<file path="src/rtl/vga_pkg.sv">
// Shared definitions for the VGA scan engine: RRRGGGBB field positions,
// 640x480@60 default timing and the line-fetch state encoding.
package vga_pkg;

  localparam int R_MSB = 7;
  localparam int G_MSB = 4;
  localparam int B_MSB = 1;

  localparam int VGA_H_ACTIVE = 640;
  localparam int VGA_H_FP     = 16;
  localparam int VGA_H_SYNC   = 96;
  localparam int VGA_H_BP     = 48;
  localparam int VGA_V_ACTIVE = 480;
  localparam int VGA_V_FP     = 10;
  localparam int VGA_V_SYNC   = 2;
  localparam int VGA_V_BP     = 33;

  typedef enum logic {
    ST_IDLE = 1'b0,
    ST_REQ  = 1'b1
  } fetch_state_t;

  typedef struct packed {
    logic [2:0] red;
    logic [2:0] grn;
    logic [1:0] blu;
  } rgb332_t;

  function automatic rgb332_t split_rgb(input logic [7:0] colour);
    rgb332_t pix;
    pix.red = colour[R_MSB -: 3];
    pix.grn = colour[G_MSB -: 3];
    pix.blu = colour[B_MSB -: 2];
    return pix;
  endfunction

endpackage

</file>
<file path="src/rtl/vga_timing_gen.sv">
// H/V scan counters advanced by pix_ce, registered syncs and frame_start,
// plus the combinational visible flag and line-start strobe used by the fetch logic.
module vga_timing_gen
  import vga_pkg::*;
#(
  parameter int H_ACTIVE = VGA_H_ACTIVE,
  parameter int H_FP     = VGA_H_FP,
  parameter int H_SYNC   = VGA_H_SYNC,
  parameter int H_BP     = VGA_H_BP,
  parameter int V_ACTIVE = VGA_V_ACTIVE,
  parameter int V_FP     = VGA_V_FP,
  parameter int V_SYNC   = VGA_V_SYNC,
  parameter int V_BP     = VGA_V_BP,
  parameter bit SYNC_POL = 1'b0,
  localparam int H_TOT = H_ACTIVE + H_FP + H_SYNC + H_BP,
  localparam int V_TOT = V_ACTIVE + V_FP + V_SYNC + V_BP,
  localparam int H_W   = $clog2(H_TOT),
  localparam int V_W   = $clog2(V_TOT)
) (
  input  logic           clk,
  input  logic           clr,
  input  logic           pix_ce,
  output logic [H_W-1:0] h_cnt,
  output logic [V_W-1:0] v_cnt,
  output logic           visible,
  output logic           line_start,
  output logic           hsync,
  output logic           vsync,
  output logic           frame_start
);

  localparam int HS_START = H_ACTIVE + H_FP;
  localparam int HS_END   = H_ACTIVE + H_FP + H_SYNC;
  localparam int VS_START = V_ACTIVE + V_FP;
  localparam int VS_END   = V_ACTIVE + V_FP + V_SYNC;

  logic           h_wrap;
  logic           v_wrap;
  logic [V_W-1:0] v_next;
  logic           hs_act;
  logic           vs_act;

  assign h_wrap  = (int'(h_cnt) == H_TOT - 1);
  assign v_wrap  = (int'(v_cnt) == V_TOT - 1);
  assign v_next  = v_wrap ? '0 : v_cnt + 1'b1;
  assign visible = (int'(h_cnt) < H_ACTIVE) && (int'(v_cnt) < V_ACTIVE);
  assign hs_act  = (int'(h_cnt) >= HS_START) && (int'(h_cnt) < HS_END);
  assign vs_act  = (int'(v_cnt) >= VS_START) && (int'(v_cnt) < VS_END);

  // Fires on the pix_ce that wraps h into a visible line.
  assign line_start = pix_ce && h_wrap && (int'(v_next) < V_ACTIVE);

  always_ff @(posedge clk) begin
    if (clr) begin
      h_cnt       <= '0;
      v_cnt       <= '0;
      hsync       <= ~SYNC_POL;
      vsync       <= ~SYNC_POL;
      frame_start <= 1'b0;
    end else begin
      frame_start <= pix_ce && (h_cnt == '0) && (v_cnt == '0);
      if (pix_ce) begin
        hsync <= hs_act ? SYNC_POL : ~SYNC_POL;
        vsync <= vs_act ? SYNC_POL : ~SYNC_POL;
        h_cnt <= h_wrap ? '0 : h_cnt + 1'b1;
        if (h_wrap) begin
          v_cnt <= v_next;
        end
      end
    end
  end

endmodule

</file>
<file path="src/rtl/vga_line_scanner.sv">
// VGA scan engine: prefetches one VRAM row per scanline into a shadow buffer,
// swaps it in at line start and serialises it as registered 3/3/2 RGB.
//
// state   | meaning
// ST_IDLE | no fetch outstanding
// ST_REQ  | vram_req high, waiting for vram_ack
module vga_line_scanner
  import vga_pkg::*;
#(
  parameter int H_ACTIVE  = VGA_H_ACTIVE,
  parameter int H_FP      = VGA_H_FP,
  parameter int H_SYNC    = VGA_H_SYNC,
  parameter int H_BP      = VGA_H_BP,
  parameter int V_ACTIVE  = VGA_V_ACTIVE,
  parameter int V_FP      = VGA_V_FP,
  parameter int V_SYNC    = VGA_V_SYNC,
  parameter int V_BP      = VGA_V_BP,
  parameter int BPP       = 1,
  parameter int ROW_SHIFT = 0,
  parameter int ADDR_W    = 9,
  parameter bit SYNC_POL  = 1'b0
) (
  input  logic                    clk,
  input  logic                    clr,
  input  logic                    pix_ce,
  input  logic [7:0]              mono_fg,
  input  logic [7:0]              mono_bg,
  output logic                    vram_req,
  output logic [ADDR_W-1:0]       vram_addr,
  input  logic                    vram_ack,
  input  logic [H_ACTIVE*BPP-1:0] vram_data,
  output logic                    hsync,
  output logic                    vsync,
  output logic [2:0]              red,
  output logic [2:0]              grn,
  output logic [1:0]              blu,
  output logic                    frame_start,
  output logic                    underrun
);

  localparam int H_TOT  = H_ACTIVE + H_FP + H_SYNC + H_BP;
  localparam int V_TOT  = V_ACTIVE + V_FP + V_SYNC + V_BP;
  localparam int H_W    = $clog2(H_TOT);
  localparam int V_W    = $clog2(V_TOT);
  localparam int LINE_W = H_ACTIVE * BPP;
  localparam int IDX_W  = (H_ACTIVE > 1) ? $clog2(H_ACTIVE) : 1;

  logic [H_W-1:0]    h_cnt;
  logic [V_W-1:0]    v_cnt;
  logic              visible;
  logic              line_start;
  fetch_state_t      state_q;
  fetch_state_t      state_d;
  logic              has_target;
  logic [V_W-1:0]    target_line;
  logic              fetch_start;
  logic              ack_take;
  logic [LINE_W-1:0] shadow_buf;
  logic [LINE_W-1:0] active_buf;
  logic              shadow_valid;
  logic [IDX_W-1:0]  h_idx;
  logic [7:0]        pix_colour;
  rgb332_t           pix_rgb;

  vga_timing_gen #(
    .H_ACTIVE (H_ACTIVE),
    .H_FP     (H_FP),
    .H_SYNC   (H_SYNC),
    .H_BP     (H_BP),
    .V_ACTIVE (V_ACTIVE),
    .V_FP     (V_FP),
    .V_SYNC   (V_SYNC),
    .V_BP     (V_BP),
    .SYNC_POL (SYNC_POL)
  ) u_timing (
    .clk         (clk),
    .clr         (clr),
    .pix_ce      (pix_ce),
    .h_cnt       (h_cnt),
    .v_cnt       (v_cnt),
    .visible     (visible),
    .line_start  (line_start),
    .hsync       (hsync),
    .vsync       (vsync),
    .frame_start (frame_start)
  );

  // The last visible line has nothing to prefetch; the final blank line prefetches line 0.
  always_comb begin
    has_target  = 1'b0;
    target_line = '0;
    if (int'(v_cnt) < V_ACTIVE - 1) begin
      has_target  = 1'b1;
      target_line = v_cnt + 1'b1;
    end else if (int'(v_cnt) == V_TOT - 1) begin
      has_target  = 1'b1;
    end
  end

  assign fetch_start = pix_ce && (int'(h_cnt) == H_ACTIVE) && has_target;
  assign ack_take    = vram_ack && (state_q == ST_REQ);
  assign vram_req    = (state_q == ST_REQ);

  always_comb begin
    state_d = state_q;
    case (state_q)
      ST_IDLE: if (fetch_start) state_d = ST_REQ;
      ST_REQ:  if (ack_take || line_start) state_d = ST_IDLE;
      default: state_d = ST_IDLE;
    endcase
  end

  always_ff @(posedge clk) begin
    if (clr) begin
      state_q <= ST_IDLE;
    end else begin
      state_q <= state_d;
    end
  end

  always_ff @(posedge clk) begin
    if (clr) begin
      vram_addr <= '0;
    end else if (state_q == ST_IDLE && fetch_start) begin
      vram_addr <= ADDR_W'(target_line >> ROW_SHIFT);
    end
  end

  // A late fetch blanks the line instead of showing stale data.
  always_ff @(posedge clk) begin
    if (clr) begin
      shadow_buf   <= '0;
      active_buf   <= '0;
      shadow_valid <= 1'b0;
      underrun     <= 1'b0;
    end else if (line_start) begin
      if (ack_take) begin
        active_buf <= vram_data;
      end else if (shadow_valid) begin
        active_buf   <= shadow_buf;
        shadow_valid <= 1'b0;
      end else begin
        active_buf <= '0;
        underrun   <= 1'b1;
      end
    end else if (ack_take) begin
      shadow_buf   <= vram_data;
      shadow_valid <= 1'b1;
    end
  end

  assign h_idx = h_cnt[IDX_W-1:0];

  generate
    if (BPP == 1) begin : g_mono
      assign pix_colour = active_buf[h_idx] ? mono_fg : mono_bg;
    end else begin : g_direct
      assign pix_colour = active_buf[h_idx*8 +: 8];
    end
  endgenerate

  assign pix_rgb = split_rgb(pix_colour);

  always_ff @(posedge clk) begin
    if (clr) begin
      red <= '0;
      grn <= '0;
      blu <= '0;
    end else if (pix_ce) begin
      if (visible) begin
        red <= pix_rgb.red;
        grn <= pix_rgb.grn;
        blu <= pix_rgb.blu;
      end else begin
        red <= '0;
        grn <= '0;
        blu <= '0;
      end
    end
  end

endmodule

</file>
<file path="config.mk">
export PLATFORM = sky130hd
export DESIGN_NAME = vga_line_scanner
export DESIGN_NICKNAME = d
export VERILOG_FILES = /design/src/rtl/vga_pkg.sv /design/src/rtl/vga_timing_gen.sv /design/src/rtl/vga_line_scanner.sv
export SDC_FILE = /design/constraint.sdc
export NUM_CORES = 2
export LEC_CHECK = 0
export BUFFER_PORTS_ARGS = -buffer_cell sky130_fd_sc_hd__buf_2
export CAP_MARGIN = 20
export CORE_UTILIZATION = 52
export DETAILED_ROUTE_END_ITERATION = 10
export PLACE_DENSITY = 0.75
export SETUP_SLACK_MARGIN = 0.1
export SYNTH_ARGS = -nofsm -noshare
export SYNTH_HDL_FRONTEND = slang
export SYNTH_SLANG_ARGS = --single-unit
</file>
<file path="constraint.sdc">
create_clock -name clk -period 2.9 [get_ports clk]
set_input_delay 0.58 -clock clk [delete_from_list [all_inputs] [get_ports clk]]
set_output_delay 0.58 -clock clk [all_outputs]
set_load 0.01 [all_outputs]
</file>
==> results_dict.tcl <==
set metrics [dict create \
    final.setup_skew_ns 0.0467 \
    die_y_um 339 \
    min-delay-start "vram_data[618]" \
    syn-num-nets 7071 \
    path_delay_family "simple AND/OR/NAND/NOR gates" \
    crit_slowest_cell "or3_4" \
    p_switching_w 0.00899 \
    grt_pass1_wl_um 283000 \
    antenna_found_initial 41 \
    yosys-top-cells-count "1331 x nor2_1, 1323 x dfxtp_1, 690 x mux2i_1, 661 x a21oi_1, 648 x a211oi_1" \
    clock_latency_ns 0.78 \
    yosysMostFrequentCell "nor2_1" \
    synth_area_um2 59000 \
    cts_tree "yes" \
    p_leak_nw 27.2 \
    grt_pass1_vias 48200 \
    cts_hold_buffers 0 \
    setup_viol 88 \
    p_total_w 0.0385 \
    dpl-instance-area_um2 64300 \
    holdWs_ns 0.0555 \
    htreeDepth 4 \
    fin_crit_ns 2.99 \
    io_pins 682 \
    peakVddDrop_mv 0.530 \
    portBuffers 681 \
    cp.arrival_ns 3.63 \
    start_util_pct 52.4 \
    setup.worst_path.start_class "register" \
    area_delta_synth_final_pct 23.8 \
    cts_root_buffer "clkbuf_16" \
    nFillCells 8718 \
    critical_path_buf_inv_count 5 \
    drtAntennaViolNets 0 \
    swShare_pct 23.3 \
    p_int_w 0.0296 \
    p_clk_share_pct 47.9 \
    yosysTopAreaCellShare_pct 44.9 \
    dp_slack_ns -0.402 \
    violations "negative setup slack" \
    final_max_slew_viol_count 0 \
    critPathKind "register to register" \
    fmax_mhz 334 \
    critPathCaptureType "register" \
    syn_avg_cell_area_um2 9.21 \
    rows 123 \
    final_core_util_pct 64.9 \
    routedWlPerCell_um 23.6 \
    power_frac_comb_pct 4.9 \
    synth_cell_types 78 \
    rsz0062_at_grt "yes" \
    ys_ff_latch 1323 \
    drt_first_pass_iters 6 \
    dpl.hpwl_um 128000 \
    track_usage_pct 31.4 \
    drive_gt1_share_pct 21.7 \
    hp-class "input port to register" \
    vias_per_cell 6.17 \
    final_nets 7659 \
    worstPathMaxFanout 8 \
    crit_required_ns 3.53 \
    cts_sinks 1323 \
    routed_wl_um 204000 \
    gp_congestion 0.892 \
    post-route-period-util_pct 103 \
    synthArstFlopShare_pct 0 \
    synth_edf_count 0 \
    power.density_nw_per_um2 528 \
    seqPwrFrac_pct 47.2 \
    cpMostUsedCell "buf_16" \
    clock_path_buffers 3 \
    seq_area_frac_synth_pct 44.9 \
    drc 0 \
    grt_max_degree 214 \
    drt_iter0_markers 5275 \
    yosysWarnings 0 \
    hold_viol 0 \
    stdcell_area_um2 73000 \
    r2r_start "u_timing.v_cnt[4]" \
    dieArea_um2 115000 \
    critical-path-max-stage-delay_ns 0.41 \
    crit_chain "buf_6 > nor4_4 > nand3b_1 > nor2_2 > o21ai_1 > o21a_1 > or3_4 > ha_4 > buf_12 > buf_16 > buf_16 > clkbuf_16 > mux2i_1 > nor2_1" \
    layout_setup_ws_ns -0.0941 \
    tritoncts.num_buffers 143 \
    die_w_um 339 \
    outcome "complete, but fails checks" \
    num_vias 53300 \
    ys.flop_type "dfxtp_1" \
    synth_cells 6406 \
    clk_pin_slew_ns 0.06 \
    slew_headroom_pct 32.9 \
    worstMarginPinSlew_ns 1.01 \
    synth_top_area_cell "dfxtp_1" \
    coreArea_um2 112000 \
    startpoint "u_timing.v_cnt[4]" \
    max_cap_viol_count 0 \
    synth_area_leaders "dfxtp_1 45%, mux2i_1 12%, nor2_1 8.5%" \
    grt_overflow 0 \
]
-- layout by cell type (no fill, tap or decap), types with 8 or more instances in the layout --
cell type,netlist,final
nor2_1,1331,1326
and2_1,12,12
a21oi_1,661,659
a22oi_1,33,29
xnor2_1,11,11
clkbuf_16,0,216
buf_4,23,171
buf_12,5,68
clkbuf_8,0,29
clkinv_2,0,10
buf_8,2,30
a211oi_1,648,639
mux2i_2,0,25
o21ai_0,12,11
clkbuf_1,399,38
nand4_1,9,9
mux4_2,128,140
buf_2,141,680
mux2i_1,690,661
nand2_1,45,42
a211oi_2,0,9
buf_16,0,45
dfxtp_1,1323,1317
and3_1,647,646
nor3_1,11,10
nand3b_1,8,8
nand3_1,35,34
diode_2,0,38
mux2_1,9,9
buf_6,15,28
-- through the flow --
| stage | TNS [ns] | cells |
|---|---|---|
| floorplan | 0 | 6406 |
| global placement | -6.44 | 8182 |
| detailed placement | -23.65 | 8182 |
| CTS | -4.40 | 8453 |
| global route | -41.97 | 8620 |
| finish | -2.28 | 8637 |
-- sequential cells by signal, summed over array words and instances, names as in the netlist --
name                  flops
u_timing.vsync            1
blu                       2
vram_req                  1
u_timing.h_cnt           10
u_timing.v_cnt           10
u_timing.hsync            1
grn                       3
u_timing.frame_start      1
red                       3
shadow_valid              1
vram_addr                 9
underrun                  1
shadow_buf              640
active_buf              640
-- metal layers --
metal	part of all wire, %	wire length [um]	track usage (%)
met1	39	80200	40.7
met5	0.044	90	0
met2	46	94400	49.8
met4	5.7	11600	16.7
met3	8.5	17200	5.51
-- timing repair --
item | 4_1_cts | 5_1_grt
pin swaps | 17 | 29
setup endpoints to repair | 898 | 1201
cloned | 7 | 85
resized for setup | 51 | 198
setup buffers | 14 | 63
-- worst register-to-register path, stage by stage, from the launching register on --
cell       delay, ns
dfxtp_2         0.33
buf_6           0.13
nor4_4          0.25
nand3b_1        0.15
nor2_2          0.19
o21ai_1         0.09
o21a_1          0.16
or3_4           0.41
ha_4            0.19
buf_12          0.17
buf_16          0.17
buf_16          0.16
clkbuf_16       0.21
mux2i_1         0.20
nor2_1          0.06
-- cell families after synthesis --
| logic type | after synthesis | synth area share (%) |
|---|---|---|
| AO/OA/AOI/OAI | 1423 | 15.4 |
| XOR/XNOR | 16 | 0.238 |
| adder cells (fa/ha/maj) | 5 | 0.106 |
| buffers and inverters | 658 | 5.01 |
| flip-flops | 1323 | 44.9 |
| multiplexers | 848 | 17.6 |
| AND/OR/NAND/NOR | 2133 | 16.8 |
-- worst paths after layout --
kind / to / slack [ns] / cells past startpoint
min: shadow_buf[618] / 0.06 / 3
max reg2reg: shadow_buf[406] / -0.09 / 14
max: shadow_buf[406] / -0.09 / 14
min reg2reg: shadow_buf[266] / 0.48 / 2
-- cell type report --
type	instances	area, um2	area share (%)
clock buffers	214	4220	5.78
repair buffers	1091	9780	13.4
clock inverters	36	522	0.714
well taps	1500	1880	2.57
multi-input cells	4425	30000	41.1
inverters	10	45.0	0.0617
flip-flops and latches	1323	26500	36.3
diodes	38	95.1	0.130
-- power groups by stage --
stage / sequential [W] / clock [W] / combinational (W)
finish: 0.0182 / 0.0185 / 0.00188
global route: 0.0182 / 0.0194 / 0.00195
CTS: 0.0182 / 0.0186 / 0.00177
detailed placement: 0.0186 / 0 / 0.00171
global placement: 0.0186 / 0 / 0.00170
floorplan: 0.0186 / 0 / 0.000744
Power figures use the tool's default switching activity.
